$ cat src/rtl/rgb_pwm_pkg.sv
`default_nettype none
// ============================================================================
//  Module      : rgb_pwm_pkg
//  Description : Shared constants and types for the rgb_pwm block: register
//                address map, ctrl register bit positions, fade FSM states.
//  Revision    : 1.0 - initial release
// ============================================================================
package rgb_pwm_pkg;

    // Register address map seen on wr_addr
    localparam logic [1:0] ADDR_R    = 2'd0;
    localparam logic [1:0] ADDR_G    = 2'd1;
    localparam logic [1:0] ADDR_B    = 2'd2;
    localparam logic [1:0] ADDR_CTRL = 2'd3;

    // ctrl register layout; bits [3:2] are accepted but carry no function
    localparam int CTRL_TEST     = 0;
    localparam int CTRL_FADE     = 1;
    localparam int CTRL_RATE_LSB = 4;

    // Fade engine states
    typedef enum logic [0:0] {
        S_IDLE = 1'b0,
        S_FADE = 1'b1
    } fade_state_e;

endpackage : rgb_pwm_pkg
`default_nettype wire

$ cat src/rtl/rgb_pwm_channel.sv
`default_nettype none
// ============================================================================
//  Module      : rgb_pwm_channel
//  Description : One colour channel: target and current intensity, the
//                period-aligned shadow duty, one fade step and the PWM compare.
//  Revision    : 1.0 - initial release
// ============================================================================
module rgb_pwm_channel
    import rgb_pwm_pkg::*;
(
    input  logic       clk,
    input  logic       nrst,
    input  logic [7:0] pwm_cnt_next,  // value pwm_cnt takes on this edge
    input  logic       period_end,
    input  logic       step_en,
    input  logic       fade_en,
    input  logic       wr_en,         // already decoded for this channel
    input  logic [7:0] wr_data,
    output logic       pwm,
    output logic       neq            // next cur differs from next target
);

    logic [7:0] target_q, target_d;
    logic [7:0] cur_q,    cur_d;
    logic [7:0] active_q, active_d;
    logic       pwm_q,    pwm_d;

    // Next-state for target, current intensity, shadow duty and PWM output
    always_comb begin
        target_d = target_q;
        cur_d    = cur_q;
        active_d = active_q;

        // The fade step compares against the pre-write target, so a write on
        // the same edge only becomes effective from the following cycle.
        if (fade_en) begin
            if (step_en) begin
                if (cur_q < target_q) begin
                    cur_d = cur_q + 8'd1;
                end else if (cur_q > target_q) begin
                    cur_d = cur_q - 8'd1;
                end
            end
        end else begin
            // Without fading the current value tracks the target, which also
            // snaps an interrupted fade to its end point.
            cur_d = target_q;
        end

        if (wr_en) begin
            target_d = wr_data;
            if (!fade_en) begin
                cur_d = wr_data;
            end
        end

        // Shadow takes the pre-write, pre-step current value at period end
        if (period_end) begin
            active_d = cur_q;
        end

        // Compare against next-cycle counter so pwm aligns with pwm_cnt
        pwm_d = (active_d > pwm_cnt_next);
        neq   = (cur_d != target_d);
    end

    // Channel state registers
    always_ff @(posedge clk or negedge nrst) begin
        if (!nrst) begin
            target_q <= 8'd0;
            cur_q    <= 8'd0;
            active_q <= 8'd0;
            pwm_q    <= 1'b0;
        end else begin
            target_q <= target_d;
            cur_q    <= cur_d;
            active_q <= active_d;
            pwm_q    <= pwm_d;
        end
    end

    assign pwm = pwm_q;

endmodule : rgb_pwm_channel
`default_nettype wire

$ cat src/rtl/rgb_pwm.sv
`default_nettype none
// ============================================================================
//  Module      : rgb_pwm
//  Description : Three-channel 8-bit PWM generator with shadowed duties,
//                ctrl register and an optional linear fade engine.
//  Revision    : 1.0 - initial release
// ============================================================================
module rgb_pwm
    import rgb_pwm_pkg::*;
#(
    parameter int unsigned PRESCALE = 4
) (
    input  logic       clk,
    input  logic       nrst,
    input  logic       wr_en,
    input  logic [1:0] wr_addr,
    input  logic [7:0] wr_data,
    output logic       pwm_r,
    output logic       pwm_g,
    output logic       pwm_b,
    output logic       test_mode,
    output logic       busy,
    output logic       period_start
);

    localparam int                 PRESC_W   = (PRESCALE > 1) ? $clog2(PRESCALE) : 1;
    localparam logic [PRESC_W-1:0] PRESC_MAX = PRESC_W'(PRESCALE - 1);

    logic [PRESC_W-1:0] presc_q, presc_d;
    logic [7:0]         pwm_cnt_q, pwm_cnt_d;
    logic [3:0]         fade_cnt_q, fade_cnt_d;
    logic               test_mode_q, test_mode_d;
    logic               fade_en_q, fade_en_d;
    logic [3:0]         fade_rate_q, fade_rate_d;
    logic               busy_q, busy_d;
    logic               period_start_q, period_start_d;
    fade_state_e        state_q, state_d;

    logic tick;
    logic period_end;
    logic step_en;
    logic neq_r, neq_g, neq_b;

    // Prescaler, PWM counter, ctrl register and registered status outputs
    always_comb begin
        tick           = (presc_q == PRESC_MAX);
        presc_d        = tick ? '0 : presc_q + PRESC_W'(1);
        pwm_cnt_d      = tick ? pwm_cnt_q + 8'd1 : pwm_cnt_q;
        period_end     = tick && (pwm_cnt_q == 8'hFF);
        period_start_d = period_end;

        test_mode_d = test_mode_q;
        fade_en_d   = fade_en_q;
        fade_rate_d = fade_rate_q;
        if (wr_en && (wr_addr == ADDR_CTRL)) begin
            test_mode_d = wr_data[CTRL_TEST];
            fade_en_d   = wr_data[CTRL_FADE];
            fade_rate_d = wr_data[CTRL_RATE_LSB +: 4];
        end

        busy_d = neq_r | neq_g | neq_b;
    end

    // Fade FSM: busy_q reflects cur != target for the present cycle
    always_comb begin
        state_d    = state_q;
        fade_cnt_d = fade_cnt_q;
        step_en    = 1'b0;
        case (state_q)
            S_IDLE: begin
                fade_cnt_d = 4'd0;
                if (fade_en_q && busy_q) begin
                    state_d = S_FADE;
                end
            end
            S_FADE: begin
                if (!fade_en_q || !busy_q) begin
                    state_d    = S_IDLE;
                    fade_cnt_d = 4'd0;
                end else if (period_end) begin
                    if (fade_cnt_q == fade_rate_q) begin
                        fade_cnt_d = 4'd0;
                        step_en    = 1'b1;
                    end else begin
                        fade_cnt_d = fade_cnt_q + 4'd1;
                    end
                end
            end
            default: begin
                state_d    = S_IDLE;
                fade_cnt_d = 4'd0;
            end
        endcase
    end

    // Top-level state registers
    always_ff @(posedge clk or negedge nrst) begin
        if (!nrst) begin
            presc_q        <= '0;
            pwm_cnt_q      <= 8'd0;
            fade_cnt_q     <= 4'd0;
            test_mode_q    <= 1'b0;
            fade_en_q      <= 1'b0;
            fade_rate_q    <= 4'd0;
            busy_q         <= 1'b0;
            period_start_q <= 1'b0;
            state_q        <= S_IDLE;
        end else begin
            presc_q        <= presc_d;
            pwm_cnt_q      <= pwm_cnt_d;
            fade_cnt_q     <= fade_cnt_d;
            test_mode_q    <= test_mode_d;
            fade_en_q      <= fade_en_d;
            fade_rate_q    <= fade_rate_d;
            busy_q         <= busy_d;
            period_start_q <= period_start_d;
            state_q        <= state_d;
        end
    end

    rgb_pwm_channel u_ch_r (
        .clk          (clk),
        .nrst         (nrst),
        .pwm_cnt_next (pwm_cnt_d),
        .period_end   (period_end),
        .step_en      (step_en),
        .fade_en      (fade_en_q),
        .wr_en        (wr_en && (wr_addr == ADDR_R)),
        .wr_data      (wr_data),
        .pwm          (pwm_r),
        .neq          (neq_r)
    );

    rgb_pwm_channel u_ch_g (
        .clk          (clk),
        .nrst         (nrst),
        .pwm_cnt_next (pwm_cnt_d),
        .period_end   (period_end),
        .step_en      (step_en),
        .fade_en      (fade_en_q),
        .wr_en        (wr_en && (wr_addr == ADDR_G)),
        .wr_data      (wr_data),
        .pwm          (pwm_g),
        .neq          (neq_g)
    );

    rgb_pwm_channel u_ch_b (
        .clk          (clk),
        .nrst         (nrst),
        .pwm_cnt_next (pwm_cnt_d),
        .period_end   (period_end),
        .step_en      (step_en),
        .fade_en      (fade_en_q),
        .wr_en        (wr_en && (wr_addr == ADDR_B)),
        .wr_data      (wr_data),
        .pwm          (pwm_b),
        .neq          (neq_b)
    );

    assign test_mode    = test_mode_q;
    assign busy         = busy_q;
    assign period_start = period_start_q;

endmodule : rgb_pwm
`default_nettype wire

$ cat config.mk
export PLATFORM = sky130hd
export DESIGN_NAME = rgb_pwm
export DESIGN_NICKNAME = d
export VERILOG_FILES = /design/src/rtl/rgb_pwm_pkg.sv /design/src/rtl/rgb_pwm_channel.sv /design/src/rtl/rgb_pwm.sv
export SDC_FILE = /design/constraint.sdc
export NUM_CORES = 1
export LEC_CHECK = 0
export CAP_MARGIN = 30
export CORE_UTILIZATION = 65
export DETAILED_ROUTE_END_ITERATION = 8
export GPL_ROUTABILITY_DRIVEN = 0
export GPL_TIMING_DRIVEN = 0
export PLACE_DENSITY = 0.95
export SLEW_MARGIN = 20
export SYNTH_ARGS = -nofsm -noshare
export SYNTH_HDL_FRONTEND = slang
export SYNTH_SLANG_ARGS = --single-unit
$ cat constraint.sdc
create_clock -name clk -period 9.32 [get_ports clk]
set_input_delay 0.932 -clock clk [delete_from_list [all_inputs] [get_ports clk]]
set_output_delay 0.932 -clock clk [all_outputs]
set_load 0.03 [all_outputs]
# ---- Yosys cells after proc, flatten, opt, wreduce, memory -nomap -nowiden
# Cells that the tools add are included.
dict set report totals {
  in_bits 13
  word_cells 99
  regBits 98
  out_inout_bits 6
}
dict set report op_classes {
  eq_ne 10
  n_bitwise 3
  n_reduce_logical 10
  magnitude_cmp 9
  add_sub_neg 9
  n_mux 37
}
# cell n
set op_table {}
lappend op_table {{$mux W8} 25}
lappend op_table {{$gt A8 B8 Y1} 6}
lappend op_table {{$add A8 B1 Y8 const B} 4}
lappend op_table {{$lt A8 B8 Y1} 3}
lappend op_table {{$ne A8 B8 Y1} 3}
lappend op_table {{$sub A8 B1 Y8 const B} 3}
lappend op_table {{$mux W4} 3}
lappend op_table {{$eq A8 B8 Y1 const B} 1}
lappend op_table {{$pmux W4 S2} 1}
lappend op_table {{$eq A2 B2 Y1 const B} 3}
lappend op_table {{$logic_and A1 B1 Y1} 6}
lappend op_table {{$mux W1} 6}
lappend op_table {{$add A4 B1 Y4 const B} 1}
lappend op_table {{$eq A4 B4 Y1} 1}
lappend op_table {{$ne A3 B2 Y1 const B} 1}
lappend op_table {{$add A2 B1 Y2 const B} 1}
lappend op_table {{$eq A2 B1 Y1 const B} 1}
lappend op_table {{$logic_not A1 Y1} 2}
lappend op_table {{$logic_not A2 Y1} 1}
lappend op_table {{$mux W2} 1}
lappend op_table {{$or A1 B1 Y1} 2}
lappend op_table {{$pmux W1 S2} 1}
lappend op_table {{$logic_or A1 B1 Y1} 1}
lappend op_table {{$not A1 Y1} 1}

# ---- Longest topological paths before layout
dict set report depth {
  depth_word 12
  depth_mapped 15
  depth_no_buf 13
}

# ---- Hierarchy
# Synthesis repeated with hierarchy kept, for this count alone.
dict set report unflattened {
  cells_unflattened 677
  hier_area_um2 6575.1
}
# mod n_inst area_each_um2 seq_area_each_um2 cells_each
set modules_own_cells {}
lappend modules_own_cells {{rgb_pwm_channel at u_ch_r} 1 1883.1 625.6 196}
lappend modules_own_cells {{rgb_pwm_channel at u_ch_b} 1 1859.3 625.6 205}
lappend modules_own_cells {{rgb_pwm_channel at u_ch_g} 1 1771.7 625.6 191}
lappend modules_own_cells {rgb_pwm 1 1061.0 575.6 85}

# ---- Worst setup path after synthesis
# Ideal clock, no wire load.
dict set report synth_path {
  path_type {input port to flip-flop}
  from {in wr_addr[0]}
  to {reg busy_q (netlist: busy)}
  cell_stages 11
  n_path_buf 1
  arrival_ns 3.117
  t_required_ns 9.194
  slack_ns 6.077
  cell_sequence {nand3b_1 -> clkbuf_1 -> mux2i_1 -> xnor2_1 -> a21oi_1 -> mux2i_1 -> a2111o_1 -> nor4_1 -> and4_1 -> nand4_1 -> a221o_1}
}
dict set report synth_via {
  elab_chain_len 6
}
# item line_no
set synth_rtl {}
lappend synth_rtl {{start, declared} rgb_pwm.sv:16} ;# input logic [1:0] wr_addr,
lappend synth_rtl {{$eq A2 B1 Y1 / $logic_not A2 Y1 (equally long branches)} {rgb_pwm.sv:141, rgb_pwm.sv:128}}
lappend synth_rtl {{$logic_and A1 B1 Y1 (on tied branches)} {rgb_pwm.sv:141, rgb_pwm.sv:128}}
lappend synth_rtl {{$mux W8} rgb_pwm_channel.sv:50} ;# if (wr_en) begin
lappend synth_rtl {{$ne A8 B8 Y1} rgb_pwm_channel.sv:64} ;# neq = (cur_d != target_d);
lappend synth_rtl {{$or A1 B1 Y1} rgb_pwm.sv:61} ;# busy_d = neq_r | neq_g | neq_b;
lappend synth_rtl {{$or A1 B1 Y1 *} rgb_pwm.sv:61}
lappend synth_rtl {{via busy_d} rgb_pwm.sv:35} ;# logic busy_q, busy_d;
lappend synth_rtl {{end signal, assigned} rgb_pwm.sv:115} ;# busy_q <= busy_d;
lappend synth_rtl {{end, declared} rgb_pwm.sv:35}
# The timed path passes the listed nets; every way through them passes the cells marked *.
# A chain may end at the register's enable or synchronous reset.

# ---- Worst setup path in the final report
# Same ends and word-level chain as after synthesis.

==> impl_metrics.csv <==
group,metric,value,unit
detailed_routing,wl,16890,µm
clocking,cts_tree,"built",
critical_path,cp_slowest_cell,"clkdlybuf4s50_1",
placement,post-place-ws,4.676,ns
timing,max_clock_freq,233.1,MHz
critical_path,cp_top_family,"buffers and inverters",
synth,netlist_area,0.006401,mm²
timing,setup-tns-final,0,ns
layout,antenna_cells,0,
clocking,cts_sinks,98,
layout,final_common_cell,"dfrtp_1",
floorplanning,boundaryPins,19,
timing,fin_crit,4.290,ns
timing,setup_viol,0,
timing,fin_crit_sh,0.4603,
timing,hold_viol,0,
power_and_ir_drop,clkPwrFrac,0.189,
layout,num-fill-cells,626,
power_and_ir_drop,power.total,1.403,mW
global_routing,grt_pass1_wl,27590,µm
power_and_ir_drop,swShare,0.4179,
floorplanning,die_w,101.2,µm
layout,layout_common_cells,"dfrtp_1, ha_1, inv_1",
timing,slew_headroom,0.5091,
synth,ys.flop_type,"dfrtp_1",
placement,dp_hpwl,12310,µm
layout,drive_gt1_frac,0.1091,
clocking,clk_path_buf_depth,2,
power_and_ir_drop,power.share.combinational,0.413,
critical_path,critical_path_class,"in -> reg",
layout,nNetsFinal,743,
synth,ys_ff_latch,98,
floorplanning,die_area,0.01025,mm²
job,maxCapViolations,0,
layout,finish.utilization,0.7417,
critical_path,cp_num_buf_inv,2,
timing,maxSlewViolCount,0,
detailed_routing,dr.first_iter.drc_count,492,
clocking,clk_pin_slew_worst_paths,0.11,ns
clocking,cts_hold_buf,0,
global_routing,gr-total-overflow,0,
floorplanning,row_count,35,
critical_path,cp_slowest_stage_delay,0.53,ns
synth,yosysWarnings,0,
detailed_routing,via_per_inst,6.710,
global_routing,antenna_found_initial,0,
global_routing,grt_max_degree,75,
clocking,root_buffer,"clkbuf_8",
clocking,cts_setup_buffers,0,
layout,syn_to_final_growth,8.581,%
timing,skew,0.01570,ns
synth,synth_top_area_frac,0.3831,
detailed_routing,postRouteAntennaNets,0,
power_and_ir_drop,power_density,201.8,mW/mm²
critical_path,worstSetupStartpointType,"input port",
clocking,cts.repair.resized,0,
min_path,worstHoldPathType,"in -> async",
timing,fin_ws,5.030,ns
global_routing,grt_pass1_vias,5602,
power_and_ir_drop,p_leak,3.252,nW
power_and_ir_drop,internal_power,816.6,µW
synth,synth_top_area_cell,"dfrtp_1",
detailed_routing,dr.pass1.iters,5,
critical_path,crit_top_cell,"mux2i_1",
floorplanning,core,0.009371,mm²
power_and_ir_drop,power_frac_seq,0.398,
critical_path,worstPathCellList,"clkdlybuf4s50_1 > nand3b_1 > clkbuf_1 > mux2i_1 > xnor2_1 > a21oi_1 > mux2i_1 > a2111o_1 > nor4_1 > and4_1 > nand4_1 > a221o_1",
synth,synth_edf_count,0,
synth,ys_seq_area_frac,0.3831,
timing,rsz0062_at_grt,"false",
clocking,clk_latency,0.39,ns
timing,holdWs,0.3837,ns
detailed_routing,drt-wirelength-per-cell,20.93,µm
critical_path,crit_arrival,4.56,ns
synth,synth_cells,643,
detailed_routing,drc,0,
critical_path,end_kind,"flop",
critical_path,critical_path_required,9.59,ns
critical_path,cp_max_fo,8,
status,outcome,"completed",
power_and_ir_drop,p_sw,586.3,µW
placement,io_buffers,18,
global_routing,grt.total_usage,0.3563,
clocking,cts_buffers,9,
floorplanning,die_h,101.2,µm
floorplanning,start_util,0.6830,
synth,async_reset_ff_frac,1.000,
synth,synth_cell_types,67,
synth,syn_avg_cell_area,9.955,µm²
synth,synthesis.nets,713,
power_and_ir_drop,peakVddDrop,0.08479,mV
synth,synthTopCellsByArea,"dfrtp_1, ha_1, mux2_2",
clocking,cts_max_level,3,
detailed_routing,vias,5415,
timing,worst_slew_pin_slew,0.7336,ns
## per-stage QoR
step / area, µm² / instances
global placement: 6743 / 790
finish: 6950 / 807
floorplan: 6401 / 643
detailed placement: 6771 / 791
CTS: 6950 / 807
global route: 6950 / 807
## power by group through the flow
stage / clock (mW) / combinational [mW] / sequential, mW
CTS: 0.264 / 0.561 / 0.553
floorplan: 0 / 0.405 / 0.542
finish: 0.266 / 0.580 / 0.558
global placement: 0 / 0.515 / 0.557
global route: 0.286 / 0.627 / 0.564
detailed placement: 0 / 0.554 / 0.561
## cell families (layout without fill, tap and decap cells)
logic type	after synthesis	after routing	share of synthesized area
AO/OA/AOI/OAI	124	124	0.1273
XOR/XNOR	47	47	0.07897
adder cells (fa/ha/maj)	57	57	0.1114
buffers and inverters	74	109	0.04378
flip-flops	98	98	0.3831
multiplexers	62	62	0.1057
AND/OR/NAND/NOR	181	181	0.1497
## per-layer routing
metal / vias up / wire length [µm] / GRT usage
met3: 99 / 1620 / 0.07798
met4: 0 / 917 / 0.2152
met2: 351 / 7981 / 0.5798
li1: 2359 / - / -
met1: 2606 / 6370 / 0.4368
met5: - / 0 / 0
## worst paths after layout
kind | startpoint | slack, ns | cells past startpoint | to
hold reg to reg | presc_q[0]$_DFF_PN0_ | 0.43 | 1 | presc_q[0]$_DFF_PN0_
hold / removal | nrst | 0.38 | 1 | u_ch_g.target_q[3]$_DFF_PN0_
setup reg to reg | presc_q[0]$_DFF_PN0_ | 5.24 | 15 | u_ch_g.pwm$_DFF_PN0_
max in group asynchronous | nrst | 8.29 | 2 | fade_rate_q[2]$_DFFE_PN0P_
setup / recovery | wr_addr[0] | 5.03 | 12 | busy$_DFF_PN0_
min in group clk | presc_q[0]$_DFF_PN0_ | 0.43 | 1 | presc_q[0]$_DFF_PN0_
## synth_stat cells (4+ instances only)
master,number
a211oi_1,4
ha_1,57
or4_1,5
nor2b_1,7
nand3_1,17
o21ai_0,25
nand2b_1,8
inv_1,53
o21a_1,5
o211ai_1,8
nor4_1,7
nand2_1,38
mux2i_1,17
nor3_1,10
or3_1,4
nor2_1,46
mux2_2,45
a21oi_1,42
dfrtp_1,98
clkbuf_1,17
xor2_1,17
xnor2_1,23
nand4_1,16
a21o_1,4
## registers in the layout, indices dropped and copies added, names as in the netlist, 4 cells and up
signal,flops
fade_cnt_q,4
pwm_cnt_q,8
u_ch_r.target_q,8
u_ch_b.active_q,8
u_ch_g.cur_q,8
fade_rate_q,4
u_ch_r.cur_q,8
u_ch_r.active_q,8
u_ch_b.target_q,8
u_ch_g.active_q,8
u_ch_g.target_q,8
u_ch_b.cur_q,8
## cell type report
cell class	instances	area, µm²	share of cell area
plain buffers	21	81.33	0.01170
clock buffers	11	141.4	0.02034
inverters	53	198.9	0.02862
flip-flops and latches	98	2452	0.3528
clock inverters	5	37.54	0.005401
multi-input cells	471	3669	0.5278
repair buffers	19	209.0	0.03006
well taps	129	161.4	0.02322
Power figures use the tool's default switching activity.
